## src/rtl/if_fetch_unit_pkg.sv

```systemverilog
// Shared constants and types for the IF-stage fetch unit.
package if_fetch_unit_pkg;

    localparam int unsigned XLEN = 32;
    localparam logic [XLEN-1:0] NOP_INSTR = 32'h0000_0013;
    localparam logic [XLEN-1:0] DEFAULT_RESET_PC = 32'h0000_0000;

    typedef struct packed {
        logic [XLEN-1:0] pc;
        logic [XLEN-1:0] instr;
    } fetch_entry_t;

    function automatic logic [XLEN-1:0] word_align(input logic [XLEN-1:0] addr);
        return addr & ~XLEN'(3);
    endfunction

endpackage

```

## src/rtl/if_fetch_unit_if.sv

```systemverilog
// Instruction-memory request/response channel between fetch unit (master) and memory (slave).
interface if_fetch_unit_if;
    import if_fetch_unit_pkg::*;

    logic            req_valid;
    logic            req_ready;
    logic [XLEN-1:0] req_addr;
    logic            resp_valid;
    logic [XLEN-1:0] resp_data;

    modport master (
        output req_valid,
        output req_addr,
        input  req_ready,
        input  resp_valid,
        input  resp_data
    );

    modport slave (
        input  req_valid,
        input  req_addr,
        output req_ready,
        output resp_valid,
        output resp_data
    );

endinterface

```

## src/rtl/if_fetch_unit_fetch_buf.sv

```systemverilog
// Circular fetch buffer: entries are allocated in request order, filled in response order,
// and popped from the head once filled.
module if_fetch_unit_fetch_buf
    import if_fetch_unit_pkg::*;
#(
    parameter int unsigned BUF_DEPTH = 4,
    localparam int unsigned PtrW = $clog2(BUF_DEPTH),
    localparam int unsigned CntW = PtrW + 1
) (
    input  logic            clk,
    input  logic            rst,
    input  logic            clear_i,
    input  logic            alloc_i,
    input  logic [XLEN-1:0] alloc_pc_i,
    input  logic            fill_i,
    input  logic [XLEN-1:0] fill_data_i,
    input  logic            pop_i,
    output logic            head_valid_o,
    output fetch_entry_t    head_o,
    output logic [CntW-1:0] alloc_cnt_o,
    output logic [CntW-1:0] unfilled_cnt_o
);

    fetch_entry_t    entry_q [BUF_DEPTH];
    // Pointers carry one extra wrap bit so full and empty are distinguishable.
    logic [CntW-1:0] alloc_ptr_q, alloc_ptr_d;
    logic [CntW-1:0] fill_ptr_q, fill_ptr_d;
    logic [CntW-1:0] head_ptr_q, head_ptr_d;

    always_comb begin
        alloc_ptr_d = alloc_ptr_q;
        fill_ptr_d  = fill_ptr_q;
        head_ptr_d  = head_ptr_q;
        if (clear_i) begin
            alloc_ptr_d = '0;
            fill_ptr_d  = '0;
            head_ptr_d  = '0;
        end else begin
            if (alloc_i) alloc_ptr_d = alloc_ptr_q + CntW'(1);
            if (fill_i)  fill_ptr_d  = fill_ptr_q + CntW'(1);
            if (pop_i)   head_ptr_d  = head_ptr_q + CntW'(1);
        end
    end

    always_ff @(posedge clk) begin
        if (rst) begin
            alloc_ptr_q <= '0;
            fill_ptr_q  <= '0;
            head_ptr_q  <= '0;
        end else begin
            alloc_ptr_q <= alloc_ptr_d;
            fill_ptr_q  <= fill_ptr_d;
            head_ptr_q  <= head_ptr_d;
        end
    end

    always_ff @(posedge clk) begin
        if (alloc_i && !clear_i) entry_q[alloc_ptr_q[PtrW-1:0]].pc <= alloc_pc_i;
        if (fill_i && !clear_i)  entry_q[fill_ptr_q[PtrW-1:0]].instr <= fill_data_i;
    end

    assign head_valid_o   = fill_ptr_q != head_ptr_q;
    assign head_o         = entry_q[head_ptr_q[PtrW-1:0]];
    assign alloc_cnt_o    = alloc_ptr_q - head_ptr_q;
    assign unfilled_cnt_o = alloc_ptr_q - fill_ptr_q;

endmodule

```

## src/rtl/if_fetch_unit.sv

```systemverilog
// IF-stage producer: owns the fetch PC, issues in-order imem requests, buffers responses and
// presents one instruction per cycle to IF/ID; redirects flush and drop in-flight responses.
module if_fetch_unit
    import if_fetch_unit_pkg::*;
#(
    parameter logic [XLEN-1:0] RESET_PC  = DEFAULT_RESET_PC,
    parameter int unsigned     BUF_DEPTH = 4
) (
    input  logic                   clk,
    input  logic                   rst,
    input  logic                   id_stall_i,
    input  logic                   redirect_valid_i,
    input  logic [XLEN-1:0]        redirect_pc_i,
    if_fetch_unit_if.master        imem,
    output logic                   if_valid_o,
    output logic [XLEN-1:0]        if_pc_o,
    output logic [XLEN-1:0]        if_instr_o
);

    localparam int unsigned CntW = $clog2(BUF_DEPTH) + 1;
    localparam logic [CntW:0] DepthW = (CntW + 1)'(BUF_DEPTH);

    logic [XLEN-1:0] fetch_pc_q, fetch_pc_d;
    logic [CntW-1:0] drop_cnt_q, drop_cnt_d;
    logic [CntW-1:0] alloc_cnt, unfilled_cnt;
    logic [CntW:0]   occupancy;
    logic            req_fire, resp_drop, resp_keep, head_valid, pop;
    fetch_entry_t    head;

    // Dropped responses still hold a slot until they return, so they count against capacity.
    assign occupancy = {1'b0, alloc_cnt} + {1'b0, drop_cnt_q};

    always_comb begin
        imem.req_valid = !rst && !redirect_valid_i && (occupancy < DepthW);
        imem.req_addr  = fetch_pc_q;
    end

    assign req_fire  = imem.req_valid && imem.req_ready;
    assign resp_drop = imem.resp_valid && (drop_cnt_q != '0);
    assign resp_keep = imem.resp_valid && (drop_cnt_q == '0);
    assign pop       = head_valid && !id_stall_i && !redirect_valid_i;

    always_comb begin
        fetch_pc_d = fetch_pc_q;
        drop_cnt_d = drop_cnt_q;
        if (resp_drop) drop_cnt_d = drop_cnt_d - CntW'(1);
        if (redirect_valid_i) begin
            fetch_pc_d = word_align(redirect_pc_i);
            // A live response this cycle retires its own slot, so one fewer remains to drop.
            drop_cnt_d = drop_cnt_d + unfilled_cnt;
            if (resp_keep) drop_cnt_d = drop_cnt_d - CntW'(1);
        end else if (req_fire) begin
            fetch_pc_d = fetch_pc_q + XLEN'(4);
        end
    end

    always_ff @(posedge clk) begin
        if (rst) begin
            fetch_pc_q <= RESET_PC;
            drop_cnt_q <= '0;
        end else begin
            fetch_pc_q <= fetch_pc_d;
            drop_cnt_q <= drop_cnt_d;
        end
    end

    if_fetch_unit_fetch_buf #(
        .BUF_DEPTH (BUF_DEPTH)
    ) u_fetch_buf (
        .clk            (clk),
        .rst            (rst),
        .clear_i        (redirect_valid_i),
        .alloc_i        (req_fire),
        .alloc_pc_i     (fetch_pc_q),
        .fill_i         (resp_keep && !redirect_valid_i),
        .fill_data_i    (imem.resp_data),
        .pop_i          (pop),
        .head_valid_o   (head_valid),
        .head_o         (head),
        .alloc_cnt_o    (alloc_cnt),
        .unfilled_cnt_o (unfilled_cnt)
    );

    always_comb begin
        if_valid_o = !rst && head_valid;
        if_pc_o    = if_valid_o ? head.pc : '0;
        if_instr_o = if_valid_o ? head.instr : NOP_INSTR;
    end

    a_resp_has_outstanding : assert property (@(posedge clk) disable iff (rst)
        imem.resp_valid |-> (({1'b0, unfilled_cnt} + {1'b0, drop_cnt_q}) != '0));

endmodule
```

## src/flat_wrapper.sv

```systemverilog
// flat-port wrapper written by rule: the top's interface ports become plain ports
module if_fetch_unit_flat import if_fetch_unit_pkg::*;
#(
    parameter logic [XLEN-1:0] RESET_PC  = DEFAULT_RESET_PC,
    parameter int unsigned     BUF_DEPTH = 4
)
  (clk, rst, id_stall_i, redirect_valid_i, redirect_pc_i, if_valid_o, if_pc_o, if_instr_o, imem_req_valid, imem_req_addr, imem_req_ready, imem_resp_valid, imem_resp_data);
  if_fetch_unit_if imem_i ();
  input  logic clk;
  input  logic rst;
  input  logic id_stall_i;
  input  logic redirect_valid_i;
  input  logic [XLEN-1:0] redirect_pc_i;
  output logic if_valid_o;
  output logic [XLEN-1:0] if_pc_o;
  output logic [XLEN-1:0] if_instr_o;
  output wire logic [$bits(imem_i.req_valid)-1:0] imem_req_valid;
  output wire logic [$bits(imem_i.req_addr)-1:0] imem_req_addr;
  input wire logic [$bits(imem_i.req_ready)-1:0] imem_req_ready;
  input wire logic [$bits(imem_i.resp_valid)-1:0] imem_resp_valid;
  input wire logic [$bits(imem_i.resp_data)-1:0] imem_resp_data;
  assign imem_req_valid = imem_i.req_valid;
  assign imem_req_addr = imem_i.req_addr;
  assign imem_i.req_ready = imem_req_ready;
  assign imem_i.resp_valid = imem_resp_valid;
  assign imem_i.resp_data = imem_resp_data;
  if_fetch_unit #(.RESET_PC(RESET_PC), .BUF_DEPTH(BUF_DEPTH)) u_core (.clk(clk), .rst(rst), .id_stall_i(id_stall_i), .redirect_valid_i(redirect_valid_i), .redirect_pc_i(redirect_pc_i), .imem(imem_i), .if_valid_o(if_valid_o), .if_pc_o(if_pc_o), .if_instr_o(if_instr_o));
endmodule
```

## config.mk

```make
export PLATFORM = sky130hd
export DESIGN_NAME = if_fetch_unit_flat
export DESIGN_NICKNAME = d
export VERILOG_FILES = /design/src/rtl/if_fetch_unit_pkg.sv /design/src/rtl/if_fetch_unit_if.sv /design/src/rtl/if_fetch_unit_fetch_buf.sv /design/src/rtl/if_fetch_unit.sv /design/src/flat_wrapper.sv
export SDC_FILE = /design/constraint.sdc
export NUM_CORES = 1
export LEC_CHECK = 0
export CELL_PAD_IN_SITES_DETAIL_PLACEMENT = 2
export CELL_PAD_IN_SITES_GLOBAL_PLACEMENT = 2
export CORE_MARGIN = 2
export CORE_UTILIZATION = 41
export CTS_BUF_LIST = sky130_fd_sc_hd__clkbuf_8
export DETAILED_ROUTE_END_ITERATION = 12
export PLACE_DENSITY = 0.87
export SYNTH_ARGS = -nofsm -noshare
export SYNTH_HDL_FRONTEND = slang
export SYNTH_SLANG_ARGS = --single-unit
```

## constraint.sdc

```tcl
create_clock -name clk -period 3.8 [get_ports clk]
set_input_delay 0.76 -clock clk [delete_from_list [all_inputs] [get_ports clk]]
set_output_delay 0.76 -clock clk [all_outputs]
set_load 0.02 [all_outputs]
```

Word-level counts from Yosys, hierarchy flattened
Memories as Yosys holds them, arrays and structs flattened. A register that Yosys moved wholly into a read port is not among the register bits.
Index checks and enable logic that the tools add are counted.
Widths: inputs -> output; s select.
{ "word_totals": {"ff_bits": 44, "latch_bits": 0, "ramBits": 256, "rom_bits": 0, "inputBits": 70, "output_inout_bits": 98, "n_memories": 1} }
{ "mem_list": {"columns": ["memory", "depth", "word_bits", "read_ports", "rd_ports_with_merged_regs", "wr", "line_no", "rtl"], "rows": [
  ["u_core.u_fetch_buf.entry_q", 4, 64, 1, 1, 2, "if_fetch_unit_fetch_buf.sv:24", "fetch_entry_t entry_q [BUF_DEPTH];"]
]} }
{ "classes": {"n_addsub": 10, "multipliers": 0, "div": 0, "n_lt_le_gt_ge": 1, "eq_ne": 1, "shifts": 0, "mux": 13, "bitwise": 0, "n_reduce_logical": 18} }
{ "ops": {"columns": ["op", "count"], "rows": [
  ["$mux 32", 4],
  ["$add 32x3->32 const B", 1],
  ["$logic_and 1x1->1", 11],
  ["$add 3x1->3 const B", 3],
  ["$mux 3", 3],
  ["$sub 3x1->3 const B", 2],
  ["$sub 3x3->3", 2],
  ["$add 3x3->4", 1],
  ["$lt 4x3->1 const B", 1],
  ["$mux 1", 4],
  ["$mux 2", 2],
  ["$add 3x3->3", 1],
  ["$logic_not 1->1", 3],
  ["$logic_not 3->1", 1],
  ["$ne 3x3->1", 1],
  ["$reduce_bool 3->1", 1],
  ["$reduce_bool 2->1", 1],
  ["$reduce_or 2->1", 1]
]} }

Depth between registers and ports, before layout
{ "depth": {"ltp_word": 8, "depth_mapped": 16, "ltp_nobuf": 16} }

By module
A second synthesis with hierarchy kept.
{ "unflattened": {"hier_cells": 763, "hier_area_um2": 12728.5} }
{ "by_module_without_submodules": {"columns": ["mod", "instances", "cells_per_inst", "area_each_um2", "seq_area_each_um2"], "rows": [
  ["if_fetch_unit_fetch_buf", 1, 410, 10032.1, 7907.6],
  ["if_fetch_unit", 1, 353, 2696.3, 660.6]
]} }

Worst setup path after synthesis
No wires, ideal clock.
{ "synth_timing": {"path_type": "register -> register", "startpoint": "register u_core.u_fetch_buf.alloc_ptr_q[0]", "endpoint": "memory u_core.u_fetch_buf.entry_q[0][34] (netlist bit) (enable)", "t_arrival_ns": 3.016, "setup_slack_ns": 0.394, "path_stages_with_launch": 13, "synth_period_minus_slack_ns": 3.406, "path_cell_list": "dfxtp_1 -> inv_1 -> ha_1 -> inv_1 -> fa_1 -> xor2_1 -> xnor2_1 -> ha_1 -> nor4_2 -> and4b_1 -> buf_6 -> buf_2 -> and2_1"} }
{ "synth_rtl": {"columns": ["item", "line_no", "rtl"], "rows": [
  ["from (decl)", "if_fetch_unit_fetch_buf.sv:26", "logic [CntW-1:0] alloc_ptr_q, alloc_ptr_d;"],
  ["from (signal assigned)", "if_fetch_unit_fetch_buf.sv:51", "alloc_ptr_q <= alloc_ptr_d;"],
  ["to (decl)", "if_fetch_unit_fetch_buf.sv:24", null]
]} }

Final worst setup path
{ "layout_timing": {"startpoint": "register u_core.u_fetch_buf.fill_ptr_q[1]", "endpoint": "output if_instr_o[15]"} }
{ "layout_via": {"elab_chain_len": 3} }
{ "layout_lines": {"columns": ["item", "line_no", "rtl"], "rows": [
  ["from (decl)", "if_fetch_unit_fetch_buf.sv:27", "logic [CntW-1:0] fill_ptr_q, fill_ptr_d;"],
  ["from (signal assigned)", "if_fetch_unit_fetch_buf.sv:52", "fill_ptr_q <= fill_ptr_d;"],
  ["$ne 3x3->1", "if_fetch_unit_fetch_buf.sv:62", "assign head_valid_o = fill_ptr_q != head_ptr_q;"],
  ["$logic_and 1x1->1", "if_fetch_unit.sv:85", "if_valid_o = !rst && head_valid;"],
  ["$mux 32", "if_fetch_unit.sv:87", "if_instr_o = if_valid_o ? head.instr : NOP_INSTR;"],
  ["to (decl)", "flat_wrapper.sv:16", "output logic [XLEN-1:0] if_instr_o;"]
]} }
No other way between the ends.

==> impl_summary.txt <==
----------------------------------------------------
[Worst hold path]
  Startpoint of the most critical hold path ... u_core.imem.req_addr[18]
  Hold WC Path Type ... register to register

[GRT]
  Wire length of the first global-routing pass ... 55100 um
  All-layer global routing usage ... 0.242
  Largest net degree at the start of global routing ... 42
  GRT overflow ... 0
  Initial antenna violation count ... 1
  Via count of the first global-routing pass ... 8584

[Routing]
  Starting DRC count in detailed routing ... 476
  TritonRoute pass-1 iters ... 5
  Total vias in the final route ... 7378
  Total DRC errors in the routed layout ... 0
  Routed len/inst ... 27.4 um
  Antenna violation net count after detailed routing ... 0
  Ratio of routed vias to standard cells ... 5.51
  Final wirelength ... 36700 um

[Floorplanning]
  Die outline area ... 0.0309 sq mm
  Std-Cell Rows ... 62
  Initial core utilization ... 0.419
  Width of the chip ... 176 um
  Boundary Pins ... 168
  Floorplan Core Area ... 0.0289 sq mm
  Die Y-Extent ... 176 um

[Synthesis]
  Leading area contributor after synthesis ... sky130_fd_sc_hd__edfxtp_1
  Combined area of all synthesized cells ... 0.0121 sq mm
  Number of register bits inferred by synthesis ... 292
  EDFF count, synth ... 248
  Share of flip-flops with an asynchronous set or reset after synthesis ... 0
  Share of the synthesized area in the top cell type ... 0.615
  Number of cells produced by synthesis ... 719
  Sequential cell area fraction in the yosys report ... 0.688
  Avg Cell Area, Syn ... 16.8 sq um
  Count of distinct cell types in the synthesized netlist ... 58
  Largest cells by area after synthesis ... sky130_fd_sc_hd__edfxtp_1 (62%), sky130_fd_sc_hd__mux4_2 (12%), sky130_fd_sc_hd__dfxtp_1 (7.3%)
  Top flip-flop cell by instance count after synthesis ... sky130_fd_sc_hd__edfxtp_1
  Number of warnings reported in the yosys synthesis log ... 0

[Placement]
  Placer's final routability congestion estimate ... 0.727
  Placement-stage worst setup slack ... 0.00252 ns
  Sum of net half-perimeters after detailed placement ... 22900 um
  Buffers on Ports ... 161

[Clock tree]
  Number of buffers inserted to repair setup after CTS ... 0
  CTS root buffer ... sky130_fd_sc_hd__clkbuf_8
  Number of buffers on the longest clock path ... 3
  Hold bufs inserted after CTS ... 0
  Depth of the CTS H-tree ... 2
  Clock buffer count from CTS ... 48
  Clock sink count ... 292
  Clock tree from TritonCTS ... built
  Clk pin slew, worst setup/hold paths ... 0.06 ns
  Clock network latency to the later pin of the worst-skew pair ... 0.56 ns

[Power]
  Standby leakage power ... 5.06 nW
  VDD IR max ... 193 uV
  Power Dens Cells ... 477 mW/mm^2

[Final layout]
  Commonest non-fill, non-tap cells in the layout ... sky130_fd_sc_hd__edfxtp_1 (248), sky130_fd_sc_hd__clkdlybuf4s50_1 (159), sky130_fd_sc_hd__mux4_2 (62), sky130_fd_sc_hd__clkbuf_8 (62), sky130_fd_sc_hd__nor2b_1 (59)
  Fillcell total ... 2604
  Most common cell after layout, fill and taps aside ... sky130_fd_sc_hd__edfxtp_1
  Number of nets in the layout ... 1008
  Post-synthesis to final-layout area growth ... 26.5%
  Proportion of layout cells with a drive suffix above 1 ... 0.187

[STA]
  Final setup violation count ... 0
  RSZ-0062 raised after global routing ... false
  Worst Tran Pin Value ... 1.08 ns
  Slew headroom ... 0.273
  Final Max Slew Viols ... 0
  Setup Skew ... 0.0177 ns
  Fmax achieved ... 273 MHz
  Share of the clock period used by the worst path ... 0.964
  Total negative setup slack ... 0 ns
  Setup WS post-layout ... 0.138 ns
  Final hold viol count ... 0
  Final min period ... 3.66 ns

[Setup path]
  Data arrival time of the critical path ... 2.90 ns
  Required @ worst endpoint ... 3.04 ns
  Startpoint class of the critical path ... register
  Launching element of the worst setup path ... u_core.u_fetch_buf.fill_ptr_q[1]
  Worst Setup End Kind ... output port
  Maximum fanout encountered on the critical timing path ... 41
  Worst setup path class ... register to output port
  Launch instance of the worst register-to-register path ... u_core.u_fetch_buf.alloc_ptr_q[0]

[Run status]
  Run status ... completed

[Job]
  # Max-Cap Violations ... 0

----------------------------------------------------
==> sequential cells by signal (all words and copies together) (netlist names), named ones only <==
signal and cells:
u_core.u_fetch_buf.head_ptr_q 3, u_core.u_fetch_buf.entry_q 248, u_core.u_fetch_buf.alloc_ptr_q 3, u_core.u_fetch_buf.fill_ptr_q 3, u_core.imem.req_addr 30, u_core.drop_cnt_q 3
==> per-layer routing <==
metal	vias to the layer above	track usage	share of wire
met2	241	0.429	0.53
met4	0	0.104	0.038
li1	3185	-	-
met5	-	0	0
met3	88	0.0411	0.040
met1	3864	0.291	0.40
==> final cells by class <==
| class | instances | area (sq um) | area share |
|---|---|---|---|
| Clock inverter | 26 | 129 | 0.00842 |
| Inverter | 18 | 67.6 | 0.00442 |
| Clock buffer | 62 | 853 | 0.0558 |
| Tap cell | 384 | 480 | 0.0314 |
| Multi-Input combinational cell | 374 | 3560 | 0.233 |
| Antenna cell | 1 | 2.50 | 0.000164 |
| Timing Repair Buffer | 183 | 1870 | 0.122 |
| Sequential cell | 292 | 8340 | 0.545 |
==> power by group <==
part	internal (mW)	leakage, nW	switching [mW]
combinational	0.396	1.87	0.445
sequential	3.59	2.62	0.0985
clock	1.53	0.572	1.24
==> synth_stat cells (9+ instances only) <==
cell type,n
sky130_fd_sc_hd__edfxtp_1,248
sky130_fd_sc_hd__mux4_2,62
sky130_fd_sc_hd__nor2b_1,59
sky130_fd_sc_hd__dfxtp_1,44
sky130_fd_sc_hd__nand2_1,32
sky130_fd_sc_hd__nor2_1,28
sky130_fd_sc_hd__clkbuf_1,23
sky130_fd_sc_hd__ha_1,18
sky130_fd_sc_hd__inv_1,17
sky130_fd_sc_hd__a21oi_1,16
sky130_fd_sc_hd__nand3_1,15
sky130_fd_sc_hd__and2_1,13
sky130_fd_sc_hd__nand4_1,13
sky130_fd_sc_hd__xnor2_1,13
sky130_fd_sc_hd__xor2_1,13
sky130_fd_sc_hd__a211oi_1,10
sky130_fd_sc_hd__nor3_1,9
==> worst max-delay path, cell delays in order (launching register included) <==
cell and delay [ns]:
sky130_fd_sc_hd__dfxtp_1 0.47, sky130_fd_sc_hd__xor2_1 0.13, sky130_fd_sc_hd__nor3_2 0.44, sky130_fd_sc_hd__or2_2 0.32
sky130_fd_sc_hd__buf_12 0.24, sky130_fd_sc_hd__nor2b_1 0.09, sky130_fd_sc_hd__clkdlybuf4s50_1 0.59
==> kinds of logic (layout without fill, tap and decap cells) <==
| family | Yosys count | in the layout | share of synthesized area |
|---|---|---|---|
| simple gates | 199 | 199 | 0.0948 |
| mux | 70 | 70 | 0.123 |
| xor+xnor | 27 | 27 | 0.0207 |
| compound gates | 53 | 53 | 0.0292 |
| flops | 292 | 292 | 0.688 |
| buf+inv | 56 | 289 | 0.0206 |
| fa+ha+maj | 21 | 21 | 0.0236 |
| other cells | 1 | 5 | 0.000310 |
==> through the flow <==
step	utilization	cells	power [mW]	hold slack, ns	area, sq um
after floorplan	-	722	4.19	0.494	12100
after global placement	0.495	1251	4.51	0.532	14300
after detailed placement	0.495	1251	4.58	0.548	14300
after CTS	0.530	1339	7.38	0.590	15300
after global routing	0.530	1340	7.58	0.613	15300
final	0.530	1340	7.29	0.588	15300
==> repair_timing <==
item                                    4_1_cts  5_1_grt
gates cloned                                  0        0
gates resized for setup                       7        3
endpoints found under the setup margin       58        1
==> path summary, 6_finish.rpt <==
| kind | to | depth (start not counted) | slack [ns] |
|---|---|---|---|
| max reg2reg | u_core.imem.req_addr[30] | 12 | 0.27 |
| min | u_core.u_fetch_buf.entry_q[3][50] | 0 | 0.59 |
| max | if_instr_o[15] | 6 | 0.14 |
| min reg2reg | u_core.u_fetch_buf.entry_q[3][50] | 0 | 0.59 |
Power figures use the tool's default switching activity.
